--- src/rtl/timer_input_conditioner_pkg.sv ---
// Shared constants for the timer front end: key indices, default timing, counter sizing.
package timer_pkg;

  localparam int KEY_STC  = 0;
  localparam int KEY_INC  = 1;
  localparam int KEY_RUN  = 2;
  localparam int NUM_KEYS = 3;

  localparam int unsigned DEF_TICK_DIV        = 50_000_000;
  localparam int unsigned DEF_DEBOUNCE_CYCLES = 1_000_000;
  localparam int unsigned DEF_REPEAT_DELAY    = 25_000_000;
  localparam int unsigned DEF_REPEAT_PERIOD   = 5_000_000;

  typedef logic [NUM_KEYS-1:0] key_vec_t;

  // Width of a counter running 0..n-1, never narrower than one bit.
  function automatic int unsigned cnt_w(input int unsigned n);
    return (n < 2) ? 1 : $clog2(n);
  endfunction

  function automatic int unsigned max_u(input int unsigned a, input int unsigned b);
    return (a > b) ? a : b;
  endfunction

endpackage

--- src/rtl/timer_input_conditioner_input_debounce.sv ---
// Two-flop synchroniser plus stability counter for one raw board input.
// Emits the accepted level, a one-cycle press event and a "still held" qualifier.
module input_debounce
  import timer_pkg::*;
#(
  parameter int unsigned DEBOUNCE_CYCLES = DEF_DEBOUNCE_CYCLES,
  parameter logic        REST_LEVEL      = 1'b1
) (
  input  logic clk,
  input  logic rst_n,
  input  logic raw_i,
  output logic active_o,
  output logic press_o,
  output logic held_o
);

  localparam int unsigned   CW       = cnt_w(DEBOUNCE_CYCLES);
  localparam logic [CW-1:0] CNT_LAST = CW'(DEBOUNCE_CYCLES - 1);

  logic          sync1_q, sync2_q;
  logic          level_q, level_d;
  logic          press_q, press_d;
  logic [CW-1:0] cnt_q, cnt_d;
  logic          accept;

  assign accept = (sync2_q != level_q) && (cnt_q == CNT_LAST);

  always_comb begin
    cnt_d   = cnt_q;
    level_d = level_q;
    press_d = 1'b0;
    if (sync2_q == level_q) begin
      cnt_d = '0;
    end else if (cnt_q == CNT_LAST) begin
      level_d = sync2_q;
      cnt_d   = '0;
      press_d = (sync2_q != REST_LEVEL);
    end else begin
      cnt_d = cnt_q + 1'b1;
    end
  end

  always_ff @(posedge clk or negedge rst_n) begin
    if (!rst_n) begin
      sync1_q <= REST_LEVEL;
      sync2_q <= REST_LEVEL;
      level_q <= REST_LEVEL;
      cnt_q   <= '0;
      press_q <= 1'b0;
    end else begin
      sync1_q <= raw_i;
      sync2_q <= sync1_q;
      level_q <= level_d;
      cnt_q   <= cnt_d;
      press_q <= press_d;
    end
  end

  assign active_o = (level_q != REST_LEVEL);
  assign press_o  = press_q;
  // Drops in the cycle a release is being accepted, so dependants never act on that edge.
  assign held_o   = active_o && !accept;

endmodule

--- src/rtl/timer_input_conditioner.sv ---
// Countdown-timer front end: debounced key commands with inc auto-repeat, a fixed-priority
// single-pulse arbiter, the count-tick prescaler and the blink square wave.
module timer_input_conditioner
  import timer_pkg::*;
#(
  parameter int unsigned TICK_DIV        = DEF_TICK_DIV,
  parameter int unsigned DEBOUNCE_CYCLES = DEF_DEBOUNCE_CYCLES,
  parameter int unsigned REPEAT_DELAY    = DEF_REPEAT_DELAY,
  parameter int unsigned REPEAT_PERIOD   = DEF_REPEAT_PERIOD
) (
  input  logic clk,
  input  logic rst_n,
  input  logic key_stc_n,
  input  logic key_inc_n,
  input  logic key_run_n,
  input  logic sw_dir,
  output logic stc_p,
  output logic inc_p,
  output logic run_p,
  output logic sw_s,
  output logic tick,
  output logic blink
);

  localparam int unsigned   PW          = cnt_w(TICK_DIV);
  localparam logic [PW-1:0] PRESC_LAST  = PW'(TICK_DIV - 1);
  localparam int unsigned   RW          = cnt_w(max_u(REPEAT_DELAY, REPEAT_PERIOD));
  localparam logic [RW-1:0] DELAY_LAST  = RW'(REPEAT_DELAY - 1);
  localparam logic [RW-1:0] PERIOD_LAST = RW'(REPEAT_PERIOD - 1);

  key_vec_t key_raw, key_active, key_press, key_held;
  logic     sw_active, sw_press, sw_held;

  assign key_raw[KEY_STC] = key_stc_n;
  assign key_raw[KEY_INC] = key_inc_n;
  assign key_raw[KEY_RUN] = key_run_n;

  for (genvar g = 0; g < NUM_KEYS; g++) begin : g_key
    input_debounce #(
      .DEBOUNCE_CYCLES(DEBOUNCE_CYCLES),
      .REST_LEVEL     (1'b1)
    ) u_db (
      .clk     (clk),
      .rst_n   (rst_n),
      .raw_i   (key_raw[g]),
      .active_o(key_active[g]),
      .press_o (key_press[g]),
      .held_o  (key_held[g])
    );
  end

  input_debounce #(
    .DEBOUNCE_CYCLES(DEBOUNCE_CYCLES),
    .REST_LEVEL     (1'b0)
  ) u_db_sw (
    .clk     (clk),
    .rst_n   (rst_n),
    .raw_i   (sw_dir),
    .active_o(sw_active),
    .press_o (sw_press),
    .held_o  (sw_held)
  );

  logic unused_flags;
  assign unused_flags = ^{key_active, key_held[KEY_STC], key_held[KEY_RUN], sw_press, sw_held};

  logic [RW-1:0] rep_cnt_q, rep_cnt_d;
  logic          rep_armed_q, rep_armed_d;
  logic          rep_q, rep_d;
  logic [RW-1:0] rep_last;

  assign rep_last = rep_armed_q ? PERIOD_LAST : DELAY_LAST;

  always_comb begin
    rep_cnt_d   = rep_cnt_q;
    rep_armed_d = rep_armed_q;
    rep_d       = 1'b0;
    if (!key_held[KEY_INC]) begin
      rep_cnt_d   = '0;
      rep_armed_d = 1'b0;
    end else if (rep_cnt_q == rep_last) begin
      rep_d       = 1'b1;
      rep_cnt_d   = '0;
      rep_armed_d = 1'b1;
    end else begin
      rep_cnt_d = rep_cnt_q + 1'b1;
    end
  end

  key_vec_t key_evt, pend_q, pend_d, grant;

  assign key_evt[KEY_STC] = key_press[KEY_STC];
  assign key_evt[KEY_INC] = key_press[KEY_INC] | rep_q;
  assign key_evt[KEY_RUN] = key_press[KEY_RUN];

  always_comb begin
    grant = '0;
    if (pend_q[KEY_STC])      grant[KEY_STC] = 1'b1;
    else if (pend_q[KEY_INC]) grant[KEY_INC] = 1'b1;
    else if (pend_q[KEY_RUN]) grant[KEY_RUN] = 1'b1;
  end

  // Events on an already-pending key fold into the single outstanding pulse.
  assign pend_d = (pend_q & ~grant) | key_evt;

  logic [PW-1:0] presc_q, presc_d;
  logic          tick_q, tick_d;
  logic          blink_q, blink_d;

  // Starting a run restarts the period; a wrap in the same cycle is swallowed.
  always_comb begin
    presc_d = presc_q + 1'b1;
    tick_d  = 1'b0;
    blink_d = blink_q;
    if (grant[KEY_RUN]) begin
      presc_d = '0;
    end else if (presc_q == PRESC_LAST) begin
      presc_d = '0;
      tick_d  = 1'b1;
      blink_d = ~blink_q;
    end
  end

  logic stc_p_q, inc_p_q, run_p_q;
  logic sw_dly_q, sw_s_q;

  always_ff @(posedge clk or negedge rst_n) begin
    if (!rst_n) begin
      rep_cnt_q   <= '0;
      rep_armed_q <= 1'b0;
      rep_q       <= 1'b0;
      pend_q      <= '0;
      stc_p_q     <= 1'b0;
      inc_p_q     <= 1'b0;
      run_p_q     <= 1'b0;
      presc_q     <= '0;
      tick_q      <= 1'b0;
      blink_q     <= 1'b0;
      sw_dly_q    <= 1'b0;
      sw_s_q      <= 1'b0;
    end else begin
      rep_cnt_q   <= rep_cnt_d;
      rep_armed_q <= rep_armed_d;
      rep_q       <= rep_d;
      pend_q      <= pend_d;
      stc_p_q     <= grant[KEY_STC];
      inc_p_q     <= grant[KEY_INC];
      run_p_q     <= grant[KEY_RUN];
      presc_q     <= presc_d;
      tick_q      <= tick_d;
      blink_q     <= blink_d;
      // Two stages keep sw_s in step with the press-to-pulse latency of the keys.
      sw_dly_q    <= sw_active;
      sw_s_q      <= sw_dly_q;
    end
  end

  assign stc_p = stc_p_q;
  assign inc_p = inc_p_q;
  assign run_p = run_p_q;
  assign sw_s  = sw_s_q;
  assign tick  = tick_q;
  assign blink = blink_q;

endmodule

--- config.mk ---
export PLATFORM = sky130hd
export DESIGN_NAME = timer_input_conditioner
export DESIGN_NICKNAME = d
export VERILOG_FILES = /design/src/rtl/timer_input_conditioner_pkg.sv /design/src/rtl/timer_input_conditioner_input_debounce.sv /design/src/rtl/timer_input_conditioner.sv
export SDC_FILE = /design/constraint.sdc
export NUM_CORES = 1
export LEC_CHECK = 0
export CORE_ASPECT_RATIO = 1.25
export CORE_MARGIN = 4
export CORE_UTILIZATION = 55
export CTS_BUF_LIST = sky130_fd_sc_hd__clkbuf_4
export DETAILED_ROUTE_END_ITERATION = 6
export PLACE_DENSITY_LB_ADDON = 0.08
export SETUP_SLACK_MARGIN = 0.2
export SLEW_MARGIN = 20
export SYNTH_ARGS = -nofsm -noshare
export SYNTH_HDL_FRONTEND = slang
export SYNTH_SLANG_ARGS = --single-unit
--- constraint.sdc ---
create_clock -name clk -period 3.5 [get_ports clk]
set_input_delay 0.7 -clock clk [delete_from_list [all_inputs] [get_ports clk]]
set_output_delay 0.7 -clock clk [all_outputs]
set_load 0.005 [all_outputs]
Word level (Yosys, flattened, before mapping):

Cells that the tools add are included.

* register bits after elaboration: 158
* input bits: 6
* output and inout port bits: 6
* word-level logic and storage cells: 101

* add/sub/neg operators: 6
* equal/unequal tests: 12
* muxes and demuxes: 30
* bitwise operators: 14
* reductions and logical operators: 8

Operator list (count)
* $mux W20: 8
* $add A20 B1 Y20 const B: 4
* $eq A20 B20 Y1 const B: 4
* $mux W25: 3
* $mux W26: 2
* $add A26 B1 Y26 const B: 1
* $eq A26 B26 Y1 const B: 1
* $add A25 B1 Y25 const B: 1
* $eq A25 B25 Y1: 1
* $mux W1: 16
* $not A1 Y1: 10
* $reduce_and A2 Y1: 5
* $eq A1 B1 Y1: 4
* $and A3 B3 Y3: 1
* $not A3 Y3: 1
* $or A3 B3 Y3: 1
* $logic_and A1 B1 Y1: 2
* $mux W2: 1
* $ne A2 B2 Y1 const B: 1
* $logic_not A1 Y1: 1
* $ne A1 B1 Y1: 1
* $or A1 B1 Y1: 1

Longest topological paths before layout:

Gate-level depths: netlist (run 1).

* depth after elaboration: 6
* mapped depth: 7
* gate-level depth less buffers: 5

By module:

From an unflattened synthesis (run 1), not the netlist that was laid out.

* cell total of the unflattened synthesis: 775
* area total of the unflattened synthesis: 7833.8 µm²

Modules (own cells, without submodules)
* input_debounce at g_key[0].u_db ...: instances 3, cells each 116, area an instance 1153.6 µm², sequential area each 604.3 µm²
* timer_input_conditioner: instances 1, cells each 318, area an instance 3175.5 µm², sequential area each 1576.5 µm²
* input_debounce at u_db_sw: instances 1, cells each 109, area an instance 1197.4 µm², sequential area each 600.6 µm²

Worst setup path after synthesis (run 1):

No wires, ideal clock.

* path type: flip-flop to flip-flop
* start point: register rep_cnt_q[16]
* end point: register rep_cnt_q[17]
* library setup time: 0.163 ns
* arrival: 2.163 ns
* required time: 3.337 ns
* path slack: 1.174 ns
* cell stages (with the launch flop): 6
* buffers on the path: 1
* period minus slack after synthesis: 2.326 ns
* cell sequence: dfrtp_1 or4b_1 or4b_4 a2111oi_4 buf_6 a211oi_1

* cells in the longest elaborated chain, start to end: 3
* elaborated cells between the ends (all ways): 4
* classes of those cells: 1 x add/sub; 1 x eq/ne; 2 x mux

Ends and longest elaborated chain
* from (decl): line timer_input_conditioner.sv:67 `logic [RW-1:0] rep_cnt_q, rep_cnt_d;`
* from (signal assigned): line timer_input_conditioner.sv:142 `rep_cnt_q <= rep_cnt_d;`
* $add A25 B1 Y25 / $eq A25 B25 Y1 (equally long branches): line timer_input_conditioner.sv:86, timer_input_conditioner.sv:81
* $mux W25 (*): line timer_input_conditioner.sv:81 `end else if (rep_cnt_q == rep_last) begin`
* $mux W25 (*): line timer_input_conditioner.sv:78 `if (!key_held[KEY_INC]) begin`
* net rep_cnt_d[17]: line timer_input_conditioner.sv:67

The timed path passes the listed nets; every way through them passes the cells marked *.
A chain may end at the register's enable or synchronous reset.

Final worst setup path (run 1):

* start point: register rep_cnt_q[16]
* end point: register rep_q

* cells in the longest elaborated chain, start to end: 3

Ends and longest elaborated chain
* $eq A25 B25 Y1: line timer_input_conditioner.sv:81
* $mux W1: line timer_input_conditioner.sv:81
* $mux W1: line timer_input_conditioner.sv:78
* net rep_d: line timer_input_conditioner.sv:69 `logic rep_q, rep_d;`
* to (signal assigned): line timer_input_conditioner.sv:144 `rep_q <= rep_d;`
* to (decl): line timer_input_conditioner.sv:69

The timed path passes the listed nets, and every way through them passes these cells.

==> impl_metrics.csv, run 1 <==
group,metric,value,unit
status,status,"complete, no violations",
power,leakage,3.219,nW
worst_setup_path,startpoint,"rep_cnt_q[16]",
worst_setup_path,critPathKind,"register to register",
global_routing,vias_in_the_first_global_route,5706,
clocking,total_of_cells_resized_after_clock_tree_synthesis,0,
worst_setup_path,endpoint_kind,"register",
routing,routedWlPerCell,14.91,um
synthesis,post_synth_instance_area,7551,um^2
synthesis,post_synthesis_sequential_area_ratio,52.51,%
finish,mostFrequentLayoutCell,"sky130_fd_sc_hd__dfrtp_1",
timing,worstMarginPinSlew,0.7359,ns
routing,postRouteWirelength,14350,um
clocking,clockBufferDepth,2,
timing,slew_headroom,50.65,%
worst_setup_path,worst_path_cell_chain,"or4b_1 > or4b_4 > a2111oi_4 > buf_4 > nor2b_1",
routing,length_of_the_first_detailed_routing_pass_in_iterations,5,
timing,timing.final.crit_share,65.10,%
worst_setup_path,endpoint,"rep_q",
run,maxCapViolCount,0,
power,total_power,3.077,mW
clocking,cts_htree_levels,4,
clocking,numCtsBuffers,17,
clocking,insertion_delay,0.55,ns
place,io_buffer_count,11,
die,chipHeight,139,um
finish,n_fill_cell,1102,
global_routing,met1_usage,23.70,%
worst_setup_path,critPathSlowestCell,"sky130_fd_sc_hd__or4b_4",
clocking,cts.reportedPaths.clkPinSlew,0.13,ns
die,core_area,13350,um^2
routing,vias_per_cell,5.912,
die,die_x,112.8,um
clocking,cts_num_sinks,158,
routing,detailroute.via_count,5687,
synthesis,synth_area_per_cell,9.962,um^2
routing,initialDrtViolationCount,465,
synthesis,postSynthNetCount,770,
clocking,clock-root-buffer,"sky130_fd_sc_hd__clkbuf_4",
routing,antenna_left,0,
die,fp-row-count,47,
hold_path,holdCritPathClass,"input port to async pin",
worst_setup_path,cp_data_arrival_time,2.77,ns
clocking,cts.hold.buffers_added,0,
timing,max_freq,0.4389,GHz
timing,worst_clock_skew,0.01654,ns
worst_setup_path,critical_path_required,3.99,ns
worst_setup_path,critical_path_start_type,"register",
routing,route.detailed.drc,0,
synthesis,synth_warnings,0,
timing,finalSetupTns,0,ns
synthesis,post_synth_inst_count,758,
worst_setup_path,timing.reg2reg.worst_path_depth,5,
timing,finalHoldViolations,0,
timing,finalSetupViolations,0,
timing,timing.final.max_slew_violations,0,
global_routing,grt_overflow_total,0,
power,ir_drop,0.2542,mV
global_routing,grt_most_used_layer,"met2",
timing,rsz_0062_raised_after_global_routing,"false",
global_routing,antenna_violations_before_repair,1,
worst_setup_path,worstReg2RegStart,"rep_cnt_q[16]",
global_routing,grt.met2_usage,32.71,%
clocking,cts_setup_buffers,0,
place,dp.final_hpwl,9724,um
worst_setup_path,timing.reg2reg.setup_slack,1.22,ns
global_routing,grtUsageMet3,4.059,%
global_routing,pin_count_of_the_biggest_net_entering_global_routing,74,
clocking,tritoncts,"yes",
die,start_util,56.57,%
die,fp.dieArea,15680,um^2
finish,area_delta_synth_final,8.401,%
place,post-place-ws,1.241,ns
synthesis,synth.ff_latch_count,158,
finish,layout_cell_share_with_drive_strength_beyond_1,8.365,%
global_routing,grt_util_all_layers,19.28,%
finish,final_cell_mix,"149 x sky130_fd_sc_hd__dfrtp_1, 80 x sky130_fd_sc_hd__nor2_1, 48 x sky130_fd_sc_hd__nand2_1, 46 x sky130_fd_sc_hd__nand3_1, 42 x sky130_fd_sc_hd__xnor2_1",
timing,timing.final.crit_period,2.279,ns
place,finalWeightedCongestion,0.7983,
worst_setup_path,r2r_end,"rep_q",
global_routing,grt_first_pass_wirelength,25230,um
worst_setup_path,critPathMaxStageDelay,0.54,ns
power,p_per_area,375.9,nW/um^2
worst_setup_path,critPathMaxFanout,13,
finish,finish.net_count,788,
synthesis,yosysUniqueCellTypes,41,
die,pin_count,12,
timing,worst_slack,1.221,ns
[final cells by class]
class / count / area, um^2 / share of cell area (%)
Multi-Input combinational cell: 554 / 3413 / 41.70
Sequential cell: 158 / 3965 / 48.44
Inverter: 24 / 90.09 / 1.101
Clock buffer: 17 / 127.6 / 1.559
Tap cell: 171 / 214.0 / 2.614
Antenna cell: 2 / 5.005 / 0.06114
Timing Repair Buffer: 21 / 198.9 / 2.430
Clock inverter: 15 / 171.4 / 2.094
[flip-flops by register name, summed over array words and instances, names as in the netlist, 3 cells and up]
name,cells
rep_cnt_q,25
g_key.u_db.level_q,3
u_db_sw.cnt_q,20
pend_q,3
g_key.u_db.press_o,3
g_key.u_db.sync2_q,3
g_key.u_db.sync1_q,3
presc_q,26
g_key.u_db.cnt_q,60
[report_power, final]
part | internal (mW) | switching [mW]
Sequential | 1.84 | 0.0159
Clock | 0.492 | 0.639
Combinational | 0.0244 | 0.0619
Total | 2.36 | 0.717
[synthesized netlist by cell type]
| cell | number | area share [%] |
|---|---|---|
| sky130_fd_sc_hd__clkbuf_1 | 20 | 0.99 |
| sky130_fd_sc_hd__a21o_1 | 1 | 0.099 |
| sky130_fd_sc_hd__o31ai_2 | 1 | 0.17 |
| sky130_fd_sc_hd__and3_1 | 9 | 0.75 |
| sky130_fd_sc_hd__nand4b_1 | 2 | 0.23 |
| sky130_fd_sc_hd__or4b_1 | 1 | 0.13 |
| sky130_fd_sc_hd__and3b_1 | 2 | 0.23 |
| sky130_fd_sc_hd__dfrtp_1 | 149 | 49 |
| sky130_fd_sc_hd__mux2_2 | 3 | 0.45 |
| sky130_fd_sc_hd__inv_1 | 24 | 1.2 |
| sky130_fd_sc_hd__nor2_1 | 80 | 4.0 |
| sky130_fd_sc_hd__nor3_1 | 31 | 2.1 |
| sky130_fd_sc_hd__nand4_1 | 32 | 2.7 |
| sky130_fd_sc_hd__nor4b_1 | 7 | 0.81 |
| sky130_fd_sc_hd__a2111oi_4 | 1 | 0.36 |
| sky130_fd_sc_hd__ha_1 | 6 | 0.99 |
| sky130_fd_sc_hd__or4b_4 | 1 | 0.18 |
| sky130_fd_sc_hd__o21ba_2 | 1 | 0.13 |
| sky130_fd_sc_hd__or4b_2 | 3 | 0.40 |
| sky130_fd_sc_hd__o41ai_1 | 2 | 0.23 |
| sky130_fd_sc_hd__buf_6 | 2 | 0.30 |
| sky130_fd_sc_hd__a21oi_1 | 39 | 2.6 |
| sky130_fd_sc_hd__nand2_1 | 48 | 2.4 |
| sky130_fd_sc_hd__nor4bb_1 | 2 | 0.27 |
| sky130_fd_sc_hd__nor2b_1 | 3 | 0.25 |
| sky130_fd_sc_hd__o21ai_0 | 31 | 2.1 |
| sky130_fd_sc_hd__or2_2 | 2 | 0.17 |
| sky130_fd_sc_hd__and4_1 | 12 | 1.4 |
| sky130_fd_sc_hd__o21ai_1 | 2 | 0.13 |
| sky130_fd_sc_hd__or3_1 | 33 | 2.7 |
| sky130_fd_sc_hd__o31ai_1 | 22 | 2.2 |
| sky130_fd_sc_hd__dfstp_2 | 9 | 3.1 |
| sky130_fd_sc_hd__a211oi_1 | 11 | 1.1 |
| sky130_fd_sc_hd__xnor2_1 | 42 | 4.9 |
| sky130_fd_sc_hd__xor2_1 | 32 | 3.7 |
| sky130_fd_sc_hd__and2_1 | 8 | 0.66 |
| sky130_fd_sc_hd__a211o_1 | 1 | 0.12 |
| sky130_fd_sc_hd__nand3_1 | 46 | 3.0 |
| sky130_fd_sc_hd__or4_1 | 25 | 2.5 |
| sky130_fd_sc_hd__nor4_1 | 11 | 0.91 |
| sky130_fd_sc_hd__nor3b_1 | 1 | 0.099 |
[through the flow]
stage	cell area (um^2)	instances	hold slack (ns)	util [%]
floorplan	7551	758	0.3312	-
global placement	7881	928	0.3330	59.04
detailed placement	7881	928	0.3370	59.04
CTS	8180	960	0.02301	61.28
global route	8185	962	0.03073	61.32
finish	8185	962	0.06167	61.32
[worst max-delay path, delay by kind of cell (launching register included)]
kind                   cells  cell delay (ns)
and+or+nand+nor            3             1.20
buffers and inverters      1             0.26
DFF                        1             0.45
AOI/OAI and AO/OA          1             0.33
[worst min-delay path by stage]
| stage | end | depth (start not counted) | slack [ns] | startpoint |
|---|---|---|---|---|
| 2_1_floorplan | pend_q[0] | 0 | 0.33 | g_key[0].u_db.press_o |
| 3_3_place_gp | sw_s | 0 | 0.33 | sw_dly_q |
| 3_5_place_dp | sw_s | 0 | 0.34 | sw_dly_q |
| 4_1_cts | presc_q[15] | 1 | 0.02 | rst_n |
| 5_1_grt | g_key[0].u_db.cnt_q[19] | 1 | 0.03 | rst_n |
| 6_report | presc_q[17] | 1 | 0.06 | rst_n |
[layer usage]
metal	share of wire, %	wire, um
met5	0	0
met4	1.5	212
met3	2.8	404
met2	51	7346
met1	44	6382
[cells by family (layout without fill, tap and decap cells)]
logic type	count (synthesis)	in the layout	share of synthesized area (%)
AO/OA/AOI/OAI	112	112	9.163
XOR/XNOR	74	74	8.583
adder cells (fa/ha/maj)	6	6	0.9942
buffers and inverters	46	77	2.486
flip-flops	158	158	52.51
multiplexers	3	3	0.4474
other	0	2	0
AND/OR/NAND/NOR	359	359	25.82
Note: power is estimated with default switching activity, not from simulation.
==> inputs of run 2 (changes only) <==
- clock period: 3.5 -> 2.4 ns (I/O delays scaled with it)
==> run 2 against run 1 <==
  * Sequential share of layout area decreased by 1.0 points
  * Final cell count increased by 2.0%
  * Power up 36%
  * Clock skew about the same
  * Largest power group unchanged
  * Register-to-register slack lost 1.1 ns
  * Non-clock buffer count rose by 19
  * Setup slack got worse by 1.1 ns
==> impl_metrics.csv, run 2 (same netlist as run 1, synthesis figures left out) <==
group,metric,value,unit
routing,initialDrtViolationCount,487,
worst_setup_path,r2r_end,"rep_armed_q",
power,switching_share,24.59,%
place,dp.final_hpwl,10300,um
routing,antenna_left,0,
worst_setup_path,timing.reg2reg.worst_path_depth,6,
global_routing,grt_overflow_total,0,
worst_setup_path,cp_data_arrival_time,2.78,ns
global_routing,grtUsageMet3,4.845,%
global_routing,pin_count_of_the_biggest_net_entering_global_routing,58,
global_routing,antenna_violations_before_repair,1,
hold_path,holdCritPathClass,"input port to register",
routing,detailroute.via_count,5826,
die,die_x,112.8,um
finish,final_cell_mix,"148 x sky130_fd_sc_hd__dfrtp_1, 80 x sky130_fd_sc_hd__nor2_1, 48 x sky130_fd_sc_hd__nand2_1, 46 x sky130_fd_sc_hd__nand3_1, 42 x sky130_fd_sc_hd__xnor2_1",
finish,largest_registers,"g_key.u_db.cnt_q (60), presc_q (26), rep_cnt_q (25)",
global_routing,grt_most_used_layer,"met2",
global_routing,grt_first_pass_wirelength,26380,um
hold_path,holdPathEnd,"g_key[0].u_db.sync1_q",
power,logic_gate_share_of_total_power,3.2,%
clocking,cts_htree_levels,4,
power,switchingPower,1.025,mW
clocking,clock-root-buffer,"sky130_fd_sc_hd__clkbuf_4",
finish,area_delta_synth_final,10.82,%
power,pwr-share-clk,31.7,%
clocking,clockBufferDepth,2,
clocking,tritoncts,"yes",
worst_setup_path,worst_path_buf_inv,2,
global_routing,met1_usage,24.78,%
finish,largest_register,"g_key.u_db.cnt_q",
place,finalWeightedCongestion,0.8182,
worst_setup_path,cp_top_family,"simple AND/OR/NAND/NOR gates",
routing,postRouteWirelength,15300,um
power,share_seq_of_total_power,65.1,%
finish,sequential_cell_area,3966,um^2
finish,layout.cell_area.non_filler,8368,um^2
global_routing,grt_util_all_layers,20.27,%
timing,slew_headroom,62.94,%
clocking,numCtsBuffers,17,
clocking,cts.reportedPaths.clkPinSlew,0.13,ns
place,placed_instance_area,7995,um^2
global_routing,vias_in_the_first_global_route,5840,
power,ir_drop,0.2739,mV
worst_setup_path,critical_path_required,2.90,ns
routing,vias_per_cell,5.939,
worst_setup_path,critPathMaxStageDelay,0.51,ns
global_routing,grt.met2_usage,34.39,%
finish,mostFrequentLayoutCell,"sky130_fd_sc_hd__dfrtp_1",
worst_setup_path,endpoint_kind,"register",
worst_setup_path,critPathSlowestCell,"sky130_fd_sc_hd__or4b_4",
finish,finish.net_count,807,
worst_setup_path,critPathKind,"register to register",
place,io_buffer_count,11,
routing,route.detailed.drc,0,
power,total_power,4.170,mW
worst_setup_path,critPathMaxFanout,8,
finish,largest_register_ff_count,60,
timing,rsz_0062_raised_after_global_routing,"true",
finish,layout_cell_share_with_drive_strength_beyond_1,12.00,%
worst_setup_path,critical_path_start_type,"register",
die,pin_count,12,
die,start_util,56.57,%
finish,multi_input_comb_area,3487,um^2
timing,worstMarginPinSlew,0.5559,ns
routing,routedWlPerCell,15.59,um
die,fp-row-count,47,
routing,length_of_the_first_detailed_routing_pass_in_iterations,7,
clocking,cts_num_sinks,158,
status,status,"complete, no violations",
clocking,insertion_delay,0.55,ns
finish,n_fill_cell,1128,
timing,max_freq,0.4386,GHz
worst_setup_path,worst_path_cell_chain,"or4b_1 > or4b_4 > a2111oi_4 > buf_4 > buf_8 > o21ba_4",
timing,timing.final.crit_period,2.280,ns
timing,finalSetupTns,0,ns
worst_setup_path,worstReg2RegStart,"rep_cnt_q[20]",
hold_path,min_from,"key_stc_n",
power,p_int,3.144,mW
timing,timing.final.crit_share,95.00,%
finish,final_core_util,62.69,%
timing,finalHoldViolations,0,
timing,timing.final.max_slew_violations,0,
worst_setup_path,timing.reg2reg.setup_slack,0.12,ns
die,core_area,13350,um^2
timing,worst_clock_skew,0.01657,ns
power,p_per_area,498.3,nW/um^2
die,fp.dieArea,15680,um^2
run,maxCapViolCount,0,
timing,finalSetupViolations,0,
die,chipHeight,139,um
hold_path,timing.hold.worst_path_depth,1,
power,leakage,3.289,nW
## run 2: routing by layer
layer | share of wire, % | wire (um)
met2 | 51 | 7806
met4 | 1.7 | 267
met3 | 2.9 | 445
met5 | 0 | 0
met1 | 44 | 6776
## run 2: layout make-up
type | count | area share, %
Antenna cell | 2 | 0.05981
Clock buffer | 19 | 1.705
Clock inverter | 13 | 0.8971
Inverter | 24 | 1.077
Multi-Input combinational cell | 554 | 41.67
Sequential cell | 158 | 47.40
Tap cell | 171 | 2.557
Timing Repair Buffer | 40 | 4.635
## run 2: worst reg2reg max path: stages (launching register included)
cell and delay (ns):
sky130_fd_sc_hd__dfrtp_1 0.41, sky130_fd_sc_hd__or4b_1 0.50, sky130_fd_sc_hd__or4b_4 0.51, sky130_fd_sc_hd__a2111oi_4 0.33, sky130_fd_sc_hd__buf_4 0.21, sky130_fd_sc_hd__buf_8 0.13
sky130_fd_sc_hd__o21ba_4 0.14
## run 2: how the worst max path moves through the flow
stage,from,to,slack [ns],cells past startpoint
CTS,rep_cnt_q[20],rep_armed_q,0.1,6
detailed placement,rep_cnt_q[20],rep_armed_q,0.11,5
global placement,rep_cnt_q[20],rep_armed_q,0.15,5
global route,rep_cnt_q[20],rep_armed_q,0.06,6
finish,rep_cnt_q[20],rep_armed_q,0.12,6
floorplan,rep_cnt_q[16],rep_cnt_q[17],0.07,5
## run 2: power groups by stage
stage | registers [mW] | logic [mW] | clock network (mW)
CTS | 2.71 | 0.139 | 1.38
floorplan | 2.76 | 0.0468 | 0
detailed placement | 2.76 | 0.136 | 0
global placement | 2.76 | 0.132 | 0
finish | 2.71 | 0.134 | 1.32
global route | 2.72 | 0.155 | 1.49
## run 2: timing repair
item / CTS / global route
gates resized for setup: 9 / 11
pin swaps: 4 / 4
hold buffers: 1 / 0
endpoints found under the hold margin: 53 / 0
buffers inserted: 4 / 4
setup endpoints to repair: 28 / 39
gates cloned: 2 / 0
## run 2: metrics by stage
| stage | setup slack, ns | hold WS [ns] | std cells |
|---|---|---|---|
| after floorplan | 0.07410 | 0.1844 | 758 |
| after global placement | 0.1548 | 0.3390 | 936 |
| after detailed placement | 0.1114 | 0.3371 | 936 |
| after CTS | 0.09952 | 0.2676 | 975 |
| after global routing | 0.05576 | 0.2661 | 981 |
| final | 0.1200 | 0.3253 | 981 |
==> inputs of run 3 (changes only) <==
- CORE_MARGIN: 4 -> not set
==> run 3 against run 2 <==
  * Highest routed layer unchanged
  * Non-clock buffer count is 8 lower
  * Largest power group unchanged
  * Power is 10% higher
  * First-iteration DRC count is 31% lower
  * Critical path type unchanged
==> impl_metrics.csv, run 3 (same netlist as run 1, synthesis figures left out) <==
group,metric,value,unit
routing,length_of_the_first_detailed_routing_pass_in_iterations,4,
timing,timing.final.max_slew_violations,0,
worst_setup_path,startpoint,"rep_cnt_q[20]",
timing,max_freq,0.4397,GHz
worst_setup_path,critical_path_required,2.91,ns
clocking,numCtsBuffers,17,
worst_setup_path,worstReg2RegStart,"rep_cnt_q[20]",
die,core_area,13350,um^2
place,dp.final_hpwl,10050,um
power,p_per_area,548.8,nW/um^2
worst_setup_path,critPathMaxStageDelay,0.54,ns
clocking,insertion_delay,0.57,ns
run,maxCapViolCount,0,
global_routing,antenna_violations_before_repair,0,
routing,route.detailed.drc,0,
finish,largest_register,"g_key.u_db.cnt_q",
worst_setup_path,endpoint_kind,"register",
routing,routedWlPerCell,15.17,um
worst_setup_path,critical_path_start_type,"register",
routing,postRouteWirelength,14730,um
clocking,cts_htree_levels,4,
place,io_buffer_count,11,
global_routing,vias_in_the_first_global_route,5663,
timing,finalSetupTns,0,ns
worst_setup_path,critPathMaxFanout,15,
die,fp.dieArea,14200,um^2
timing,timing.final.crit_share,94.77,%
timing,rsz_0062_raised_after_global_routing,"true",
clocking,cts_num_sinks,158,
die,pin_count,12,
power,ir_drop,0.2902,mV
worst_setup_path,worst_path_buf_inv,1,
hold_path,holdPathEnd,"g_key[1].u_db.sync1_q",
worst_setup_path,timing.reg2reg.setup_slack,0.13,ns
timing,slew_headroom,64.90,%
place,finalWeightedCongestion,0.8335,
routing,antenna_left,0,
worst_setup_path,timing.reg2reg.worst_path_depth,5,
clocking,cts.reportedPaths.clkPinSlew,0.12,ns
power,total_power,4.589,mW
finish,largest_registers,"g_key.u_db.cnt_q (60), presc_q (26), rep_cnt_q (25)",
hold_path,min_from,"key_inc_n",
finish,finish.net_count,799,
hold_path,timing.hold.worst_path_depth,1,
clocking,clockBufferDepth,2,
die,fp-row-count,47,
worst_setup_path,worst_path_cell_chain,"or4b_1 > or4b_4 > a2111oi_4 > buf_6 > o21ba_2",
worst_setup_path,cp_top_family,"simple AND/OR/NAND/NOR gates",
routing,vias_per_cell,5.887,
timing,finalSetupViolations,0,
global_routing,grt_util_all_layers,22.63,%
die,start_util,56.57,%
status,status,"complete, no violations",
routing,initialDrtViolationCount,334,
clocking,tritoncts,"yes",
timing,timing.final.crit_period,2.274,ns
finish,final_cell_mix,"149 x sky130_fd_sc_hd__dfrtp_1, 80 x sky130_fd_sc_hd__nor2_1, 48 x sky130_fd_sc_hd__nand2_1, 46 x sky130_fd_sc_hd__nand3_1, 42 x sky130_fd_sc_hd__xnor2_1",
die,die_x,106.8,um
worst_setup_path,critPathKind,"register to register",
hold_path,holdCritPathClass,"input port to register",
global_routing,grt_overflow_total,0,
finish,area_delta_synth_final,10.74,%
power,leakage,3.293,nW
finish,antenna-diode-count,0,
worst_setup_path,critPathSlowestCell,"sky130_fd_sc_hd__or4b_4",
worst_setup_path,cp_data_arrival_time,2.78,ns
die,chipHeight,133,um
timing,finalHoldViolations,0,
finish,mostFrequentLayoutCell,"sky130_fd_sc_hd__dfrtp_1",
timing,worst_clock_skew,0.02388,ns
routing,detailroute.via_count,5716,
worst_setup_path,r2r_end,"rep_armed_q",
timing,worstMarginPinSlew,0.5265,ns
global_routing,grt_first_pass_wirelength,25680,um
finish,largest_register_ff_count,60,
clocking,clock-root-buffer,"sky130_fd_sc_hd__clkbuf_4",
finish,layout_cell_share_with_drive_strength_beyond_1,10.75,%
global_routing,pin_count_of_the_biggest_net_entering_global_routing,56,
## run 3: changes by cell type in the layout (fill, tap and decap cells not counted), moves of 2 or more
cell                        previous run  this run
sky130_fd_sc_hd__buf_4                21        15
sky130_fd_sc_hd__bufinv_16             0         4
sky130_fd_sc_hd__clkinv_1              4         1
sky130_fd_sc_hd__diode_2               2         0
sky130_fd_sc_hd__ha_1                  3         5
sky130_fd_sc_hd__ha_2                  3         1
## run 3: where the power goes
group	switching, mW	internal (mW)	total, mW	leakage [nW]
logic	0.0928	0.0425	0.135	0.995
registers	0.0224	2.69	2.71	2.13
clock network	0.907	0.835	1.74	0.166
## run 3: what timing repair did
action,in CTS,in global routing
endpoints found under the setup margin,27,35
hold buffers,1,0
hold endpoints to repair,52,0
setup buffers,0,1
resized for setup,2,6
## run 3: layout make-up
type                       instances  area (um^2)
clock buffer                      19        142.6
timing repair buffer              32        316.6
fill                            1123         4987
tap                              171        214.0
clock inverter                    13        171.4
inverter                          24        90.09
sequential                       158         3965
multi-input combinational        554         3462
## run 3: worst max-delay path by stage
stage                               end  slack, ns  cells past startpoint
final                       rep_armed_q       0.13                      5
after global routing        rep_armed_q       0.03                      5
after global placement      rep_armed_q       0.14                      5
after floorplan           rep_cnt_q[17]       0.07                      5
after detailed placement   rep_cnt_q[9]       0.13                      5
after CTS                   rep_armed_q       0.12                      5
## run 3: metal layers
metal  wire length (um)  GRT usage [%]  vias to the layer above
li1                   -              -                     2804
met1               6551          27.84                     2792
met2               7505          37.99                       91
met3                369          4.778                       29
met4                302          10.35                        0
met5                  0              0                        -
## run 3: through the flow
step | util [%] | hold slack [ns] | area [um^2] | worst slack [ns] | cells
2_1_floorplan | - | 0.1844 | 7571 | 0.07410 | 758
3_3_place_gp | 59.95 | 0.3368 | 8003 | 0.1427 | 937
3_5_place_dp | 59.95 | 0.3347 | 8003 | 0.1341 | 937
4_1_cts | 62.43 | 0.2703 | 8334 | 0.1218 | 970
5_1_grt | 62.64 | 0.2745 | 8362 | 0.03404 | 971
6_report | 62.64 | 0.3223 | 8362 | 0.1255 | 971
